==> src/rtl/cia_irq_ctrl.sv <==
// CIA-style interrupt control register: latches source flags, holds a set/clear
// mask, drives irq_n and a registered vector of the highest-priority pending source.
module cia_irq_ctrl #(
  parameter int              NSRC      = 5,
  parameter logic [3:0]      ICR_ADDR  = 4'hD,
  parameter int              SRC_DELAY = 0,
  parameter logic [NSRC-1:0] EDGE_MASK = '0,
  parameter bit              SET_PRIO  = 1'b1
) (
  input  logic            clk,
  input  logic            res_n,
  input  logic            phi2_dn,
  input  logic            rd,
  input  logic            we,
  input  logic [3:0]      addr,
  input  logic [7:0]      data,
  input  logic [NSRC-1:0] sources,
  output logic [7:0]      regs,
  output logic            irq_n,
  output logic [2:0]      irq_vec
);

  logic [1:0]      ph;
  logic [NSRC-1:0] mask;
  logic [NSRC-1:0] flags;
  logic [NSRC-1:0] smp;
  logic [NSRC-1:0] s;
  logic [NSRC-1:0] s_prev;
  logic [NSRC-1:0] set;
  logic [NSRC-1:0] pend;
  logic [NSRC-1:0] flags_next;
  logic [2:0]      vec_next;
  logic [6:0]      flags_ext;
  logic            rd_flags;
  logic            irq;
  logic            icr_sel;
  logic            unused_data;

  assign icr_sel     = (addr == ICR_ADDR);
  assign unused_data = ^data[6:0];

  always_ff @(posedge clk or negedge res_n) begin
    if (!res_n) begin
      ph <= 2'd0;
    end else if (phi2_dn) begin
      ph <= 2'd1;
    end else if (ph == 2'd1) begin
      ph <= 2'd2;
    end else begin
      ph <= 2'd0;
    end
  end

  // Bus-side state and the phi2 sample of the raw sources.
  always_ff @(posedge clk or negedge res_n) begin
    if (!res_n) begin
      mask     <= '0;
      rd_flags <= 1'b0;
      smp      <= '0;
      s_prev   <= '0;
    end else if (phi2_dn) begin
      if (we && icr_sel) begin
        mask <= data[7] ? (mask | data[NSRC-1:0]) : (mask & ~data[NSRC-1:0]);
      end
      rd_flags <= rd && icr_sel;
      smp      <= sources;
      s_prev   <= s;
    end
  end

  generate
    if (SRC_DELAY == 0) begin : g_nodly
      assign s = smp;
    end else begin : g_dly
      logic [NSRC-1:0] pipe [SRC_DELAY];
      always_ff @(posedge clk or negedge res_n) begin
        if (!res_n) begin
          for (int i = 0; i < SRC_DELAY; i++) pipe[i] <= '0;
        end else if (phi2_dn) begin
          pipe[0] <= smp;
          for (int i = 1; i < SRC_DELAY; i++) pipe[i] <= pipe[i-1];
        end
      end
      assign s = pipe[SRC_DELAY-1];
    end
  endgenerate

  generate
    for (genvar gi = 0; gi < NSRC; gi++) begin : g_set
      assign set[gi] = EDGE_MASK[gi] ? (s[gi] & ~s_prev[gi]) : s[gi];
    end
  endgenerate

  // A read-clear colliding with a set keeps the flag only when SET_PRIO is 1.
  always_comb begin
    flags_next = flags | set;
    if (rd_flags) flags_next = SET_PRIO ? set : '0;
  end

  assign pend = flags & mask;

  always_comb begin
    vec_next = 3'd0;
    for (int i = NSRC - 1; i >= 0; i--) begin
      if (pend[i]) vec_next = 3'(i);
    end
  end

  always_ff @(posedge clk or negedge res_n) begin
    if (!res_n) begin
      flags   <= '0;
      irq     <= 1'b0;
      irq_vec <= 3'd0;
    end else begin
      if (ph == 2'd1) flags <= flags_next;
      if (ph == 2'd2) begin
        if (rd_flags) begin
          irq <= 1'b0;
        end else if (|pend) begin
          irq     <= 1'b1;
          irq_vec <= vec_next;
        end
      end
    end
  end

  always_comb begin
    flags_ext             = '0;
    flags_ext[NSRC-1:0]   = flags;
  end

  assign regs  = {irq, flags_ext};
  assign irq_n = ~irq;

endmodule

==> config.mk <==
export PLATFORM = sky130hd
export DESIGN_NAME = cia_irq_ctrl
export DESIGN_NICKNAME = d
export VERILOG_FILES = /design/src/rtl/cia_irq_ctrl.sv
export SDC_FILE = /design/constraint.sdc
export NUM_CORES = 1
export LEC_CHECK = 0
export CAP_MARGIN = 20
export CORE_MARGIN = 5
export CORE_UTILIZATION = 43
export CTS_CLUSTER_DIAMETER = 40
export DETAILED_ROUTE_END_ITERATION = 7
export HOLD_SLACK_MARGIN = 0.12
export PLACE_DENSITY = 0.75
export SYNTH_ARGS = -nofsm -noshare
export SYNTH_HDL_FRONTEND = slang
export SYNTH_SLANG_ARGS = --single-unit
==> constraint.sdc <==
create_clock -name clk -period 1.6 [get_ports clk]
set_input_delay 0.48 -clock clk [delete_from_list [all_inputs] [get_ports clk]]
set_output_delay 0.48 -clock clk [all_outputs]
set_load 0.01 [all_outputs]
==> flow_metrics.py, run 1 <==
metrics = {
    "outcome": {
        "status": "complete, no violations",
    },
    "placement": {
        "place_ws_ns": -0.2511,
        "dpl.hpwl_um": 1499,
        "place_inst": 137,
        "port_buffers": 29,
        "gp_congestion": 0.6905,
    },
    "global_route": {
        "grt_use_total": 0.1272,
        "grt_pass1_wl_um": 3180,
        "grt_max_degree": 23,
        "grt_pass1_vias": 757,
        "grt_remaining_overflow": 0,
        "antenna_found_initial": 0,
    },
    "finish": {
        "final_cells": 142,
        "final_cell_mix": "22 x dfrtp_1, 19 x clkdlybuf4s50_1, 10 x mux2_1, 10 x dlygate4sd2_1, 8 x buf_4",
        "num_antenna_cells": 0,
        "drive_gt1_frac": 0.1053,
        "final_common_cell": "dfrtp_1",
        "nets": 137,
        "fin_util": 0.6144,
        "syn_to_final_growth_pct": 40.11,
    },
    "timing": {
        "rsz0062_at_grt": "false",
        "maxSlewViolCount": 0,
        "max_clock_freq_ghz": 0.6619,
        "period_needed_ns": 1.511,
        "tns_ns": 0,
        "hold_viol": 0,
        "fin_crit_sh": 0.9442,
        "fin_ws_ns": 0.08920,
        "setup_viol": 0,
        "fin_hold_ws_ns": 0.5064,
        "clock_skew_ns": 0.004467,
    },
    "floorplanning": {
        "die_area_mm2": 0.003227,
        "die_h_um": 56.81,
        "dieWidth_um": 56.81,
        "ios": 34,
        "core-area_mm2": 0.002148,
        "fp-row-count": 17,
        "start_util": 0.4386,
    },
    "route": {
        "routed_wl_um": 1918,
        "vias_per_cell": 5.134,
        "firstDrtPassIters": 4,
        "wl_per_cell_um": 13.51,
        "route.vias.total": 729,
        "drtIter0Drc": 23,
        "antenna_left": 0,
        "drc": 0,
    },
    "synth": {
        "synth_cell_types": 24,
        "yosysTopAreaCellShare": 0.5843,
        "ys_seq_area_frac": 0.5843,
        "synth_cells": 77,
        "yosys_warnings": 0,
        "synth_largest_area_cell": "dfrtp_1",
        "ys_ff_latch": 22,
        "synth.avg_cell_area_um2": 12.24,
        "syn-cell-area_um2": 942.2,
        "postSynth.asyncResetShare": 1.000,
        "synthFlopType": "dfrtp_1",
        "synthTopCellsByArea": "dfrtp_1 58%, mux2_1 12%, a22o_1 4.6%",
        "synth-edff-count": 0,
    },
    "hold_path": {
        "min_delay_path_depth": 1,
        "holdCritPathClass": "flop to flop",
        "hold_end": "s[4]",
        "hold_path.startpoint": "s[4]",
    },
    "power": {
        "p_per_area_mw_per_mm2": 991.6,
        "peakVddDrop_mv": 0.6241,
        "p_leak_nw": 0.5833,
    },
    "worst_setup_path": {
        "rrSetupSlack_ns": 0.30,
        "critPathLaunchType": "primary input",
        "worstPathRequired_ns": 1.80,
        "reg2reg_to": "irq",
        "worstSetupEndpointType": "flop",
        "crit_type": "primary input to flop",
        "worst-endpoint-arrival_ns": 1.71,
        "critPathMaxFanout": 6,
        "reg2reg_from": "flags[1]",
        "reg2reg_depth": 4,
    },
    "clock_network": {
        "clock_sinks": 22,
        "ctsLongestPathBuffers": 2,
        "clock_latency_ns": 0.30,
        "numCtsBuffers": 3,
        "root_buffer": "clkbuf_4",
        "cts_tree": "done",
        "cts.clk_slew.worst_paths_ns": 0.11,
        "h-tree-depth": 1,
        "cts_hold_buf": 0,
    },
    "run": {
        "drv_cap": 0,
    },
}
==> report_power, final <==
part / total (mW) / internal [mW] / switching [mW]
Combinational: 0.330 / 0.187 / 0.143
Clock: 0.295 / 0.139 / 0.157
Sequential: 0.684 / 0.637 / 0.0470
Total: 1.31 / 0.963 / 0.346
==> stage by stage <==
step           power (mW)  instance area [µm²]
2_1_floorplan      0.8521                945.9
3_3_place_gp        1.047                 1289
3_5_place_dp        1.060                 1289
4_1_cts             1.326                 1320
5_1_grt             1.383                 1320
6_report            1.309                 1320
==> cells by family (layout without fill, tap and decap cells) <==
kind of cell	count (synthesis)	count (layout)	share of synthesized area
AO/OA/AOI/OAI	16	16	0.1222
flip-flops	22	22	0.5843
buffers and inverters	9	45	0.05311
AND/OR/NAND/NOR	19	19	0.1169
multiplexers	10	10	0.1195
other	1	2	0.003980
==> worst max-delay path by stage <==
| stage | startpoint | endpoint | slack (ns) | cells past startpoint |
|---|---|---|---|---|
| 2_1_floorplan | addr[1] | flop | 0.26 | 4 |
| 3_3_place_gp | addr[2] | flop | -0.21 | 4 |
| 3_5_place_dp | addr[2] | flop | -0.25 | 4 |
| 4_1_cts | addr[2] | flop | 0.09 | 4 |
| 5_1_grt | irq | irq_n | 0.04 | 2 |
| 6_report | addr[2] | flop | 0.09 | 4 |
==> critical path: stages <==
cell and delay, ns:
clkdlybuf4s50_1 0.46, and4b_1 0.31, nand4_1 0.13, mux2_1 0.33
==> Yosys cell counts, types with 2 or more instances <==
master   instances
dfrtp_1         22
mux2_1          10
nand2_1          6
a22o_1           5
nand4_1          5
buf_4            4
inv_1            4
a21oi_1          2
a22oi_1          2
a31oi_1          2
o22ai_1          2
==> repair_timing <==
action | CTS | global route
buffers inserted | 1 | 0
setup endpoints to repair | 10 | 0
resized for setup | 10 | 0
==> metal layers <==
layer	vias up	wire, µm	track usage
li1	351	-	-
met1	353	825	0.1561
met2	20	956	0.2145
met3	5	97	0.02299
met4	0	38	0.05960
met5	-	0	0
==> cell type report <==
| cell class | count | area, µm² |
|---|---|---|
| Sequential cell | 22 | 550.5 |
| Inverter | 4 | 15.01 |
| Clock buffer | 4 | 36.28 |
| Multi-Input combinational cell | 47 | 345.3 |
| Tap cell | 28 | 35.03 |
| Timing Repair Buffer | 37 | 337.8 |
| Fill cell | 186 | 828.3 |
No activity file was read; power rests on OpenSTA's default activity.
==> run 2: changes to the inputs <==
--- a/config.mk
+++ b/config.mk
@@ -6,12 +6,14 @@
 export NUM_CORES = 1
 export LEC_CHECK = 0
 export CAP_MARGIN = 20
+export CORE_ASPECT_RATIO = 1.5
 export CORE_MARGIN = 5
 export CORE_UTILIZATION = 43
 export CTS_CLUSTER_DIAMETER = 40
 export DETAILED_ROUTE_END_ITERATION = 7
 export HOLD_SLACK_MARGIN = 0.12
 export PLACE_DENSITY = 0.75
+export SLEW_MARGIN = 10
 export SYNTH_ARGS = -nofsm -noshare
 export SYNTH_HDL_FRONTEND = slang
 export SYNTH_SLANG_ARGS = --single-unit
==> flow_metrics.py, run 2 (same netlist as run 1, synthesis figures left out) <==
metrics = {
    "outcome": {
        "status": "complete, no violations",
    },
    "route": {
        "drc": 0,
        "drtIter0Drc": 26,
        "route.vias.total": 746,
        "antenna_left": 0,
        "wl_per_cell_um": 14.94,
        "routed_wl_um": 2017,
        "firstDrtPassIters": 4,
        "vias_per_cell": 5.526,
    },
    "clock_network": {
        "h-tree-depth": 1,
        "cts_tree": "done",
        "clock_sinks": 22,
        "ctsLongestPathBuffers": 2,
        "root_buffer": "clkbuf_4",
        "cts.clk_slew.worst_paths_ns": 0.12,
        "cts_hold_buf": 0,
        "numCtsBuffers": 3,
        "clock_latency_ns": 0.30,
    },
    "global_route": {
        "antenna_found_initial": 0,
        "grt_remaining_overflow": 0,
        "grt_pass1_wl_um": 3325,
        "grt_use_total": 0.1437,
        "grt_pass1_vias": 786,
        "grt_max_degree": 23,
    },
    "hold_path": {
        "holdCritPathClass": "primary input to asynchronous set/reset pin",
    },
    "placement": {
        "port_buffers": 29,
        "place_inst": 130,
        "place_ws_ns": -0.2272,
        "gp_congestion": 0.8566,
        "dpl.hpwl_um": 1578,
    },
    "timing": {
        "maxSlewViolCount": 0,
        "rsz0062_at_grt": "false",
        "tns_ns": 0,
        "hold_viol": 0,
        "fin_ws_ns": 0.09698,
        "period_needed_ns": 1.503,
        "max_clock_freq_ghz": 0.6653,
        "fin_crit_sh": 0.9394,
        "clock_skew_ns": 0.006501,
        "setup_viol": 0,
    },
    "floorplanning": {
        "start_util": 0.4591,
        "die_h_um": 67.33,
        "ios": 34,
        "fp-row-count": 20,
        "dieWidth_um": 48.22,
        "core-area_mm2": 0.002052,
        "die_area_mm2": 0.003247,
    },
    "worst_setup_path": {
        "worstPathRequired_ns": 1.12,
        "critPathMaxFanout": 3,
        "worst-endpoint-arrival_ns": 1.02,
        "path_cells": "inv_1 > dlygate4sd2_1",
        "slowest_stage": "dfrtp_1",
        "crit_type": "flop to output pin",
        "critPathLaunchType": "flop",
        "max_stage_delay_ns": 0.41,
        "worstSetupEndpointType": "output pin",
    },
    "finish": {
        "final_cells": 135,
        "seq_area_um2": 550.5,
        "syn_to_final_growth_pct": 38.51,
        "final_common_cell": "dfrtp_1",
        "fin_util": 0.6360,
        "nFillCells": 181,
        "drive_gt1_frac": 0.09735,
        "multi_input_area_um2": 345.3,
        "num_antenna_cells": 0,
        "final_cell_mix": "22 x dfrtp_1, 19 x clkdlybuf4s50_1, 10 x mux2_1, 10 x dlygate4sd2_1, 7 x buf_4",
        "nets": 136,
    },
    "run": {
        "drv_cap": 0,
    },
    "power": {
        "peakVddDrop_mv": 0.6096,
        "p_leak_nw": 0.5788,
        "p_per_area_mw_per_mm2": 993.7,
    },
}
==> run 2: cell count changes in the layout (fill, tap and decap cells not counted), sizes merged <==
cell / before / now
buf: 8 / 7
==> run 2: routing by layer <==
metal	up-vias	track usage	wire (µm)
li1	347	-	-
met1	378	0.1686	759
met2	19	0.2418	1141
met3	2	0.02667	94
met4	0	0.06397	23
met5	-	0	0
==> run 2: stage by stage <==
step	hold slack (ns)	power, mW	area [µm²]
detailed placement	0.4748	1.058	1274
global placement	0.4717	1.045	1274
CTS	0.5036	1.314	1305
floorplan	0.1844	0.8521	945.9
global route	0.5162	1.387	1305
finish	0.5005	1.297	1305
==> run 2: report_power, final <==
group          switching, mW  internal, mW  total [mW]
clock                  0.160         0.139       0.298
combinational          0.139         0.175       0.314
sequential            0.0477         0.637       0.685
total                  0.347         0.950        1.30
==> run 2: worst paths after layout <==
check	depth (start not counted)	start	slack, ns	end
max reg2reg	4	flags[0]	0.25	irq
min reg2reg	1	s[1]	0.50	s[1]
min	2	res_n	0.50	s[4]
min in group clk	1	s[1]	0.50	s[1]
max in group asynchronous	2	res_n	0.88	asynchronous set/reset pin
max	2	irq	0.1	irq_n
==> run 2: final cells by class <==
type,instances,share of cell area
clock buffers,4,0.02780
flip-flops and latches,22,0.4219
multi-input cells,47,0.2646
well taps,22,0.02109
repair buffers,36,0.2531
inverters,4,0.01151
==> run 2: critical path, delay by kind of cell (launching register included) <==
kind / cells / cell delay (ns)
buf+inv: 2 / 0.33
flops: 1 / 0.41
==> run 2: repair_timing <==
action                                  4_1_cts  5_1_grt
endpoints found under the setup margin       10        0
resized for setup                            10        0
setup buffers                                 1        0
==> run 3: changes to the inputs <==
--- a/config.mk
+++ b/config.mk
@@ -9,7 +9,6 @@
 export CORE_ASPECT_RATIO = 1.5
 export CORE_MARGIN = 5
 export CORE_UTILIZATION = 43
-export CTS_CLUSTER_DIAMETER = 40
 export DETAILED_ROUTE_END_ITERATION = 7
 export HOLD_SLACK_MARGIN = 0.12
 export PLACE_DENSITY = 0.75
==> results of run 3 <==
No change in the layout: final DEF, timing and power equal those of run 2.
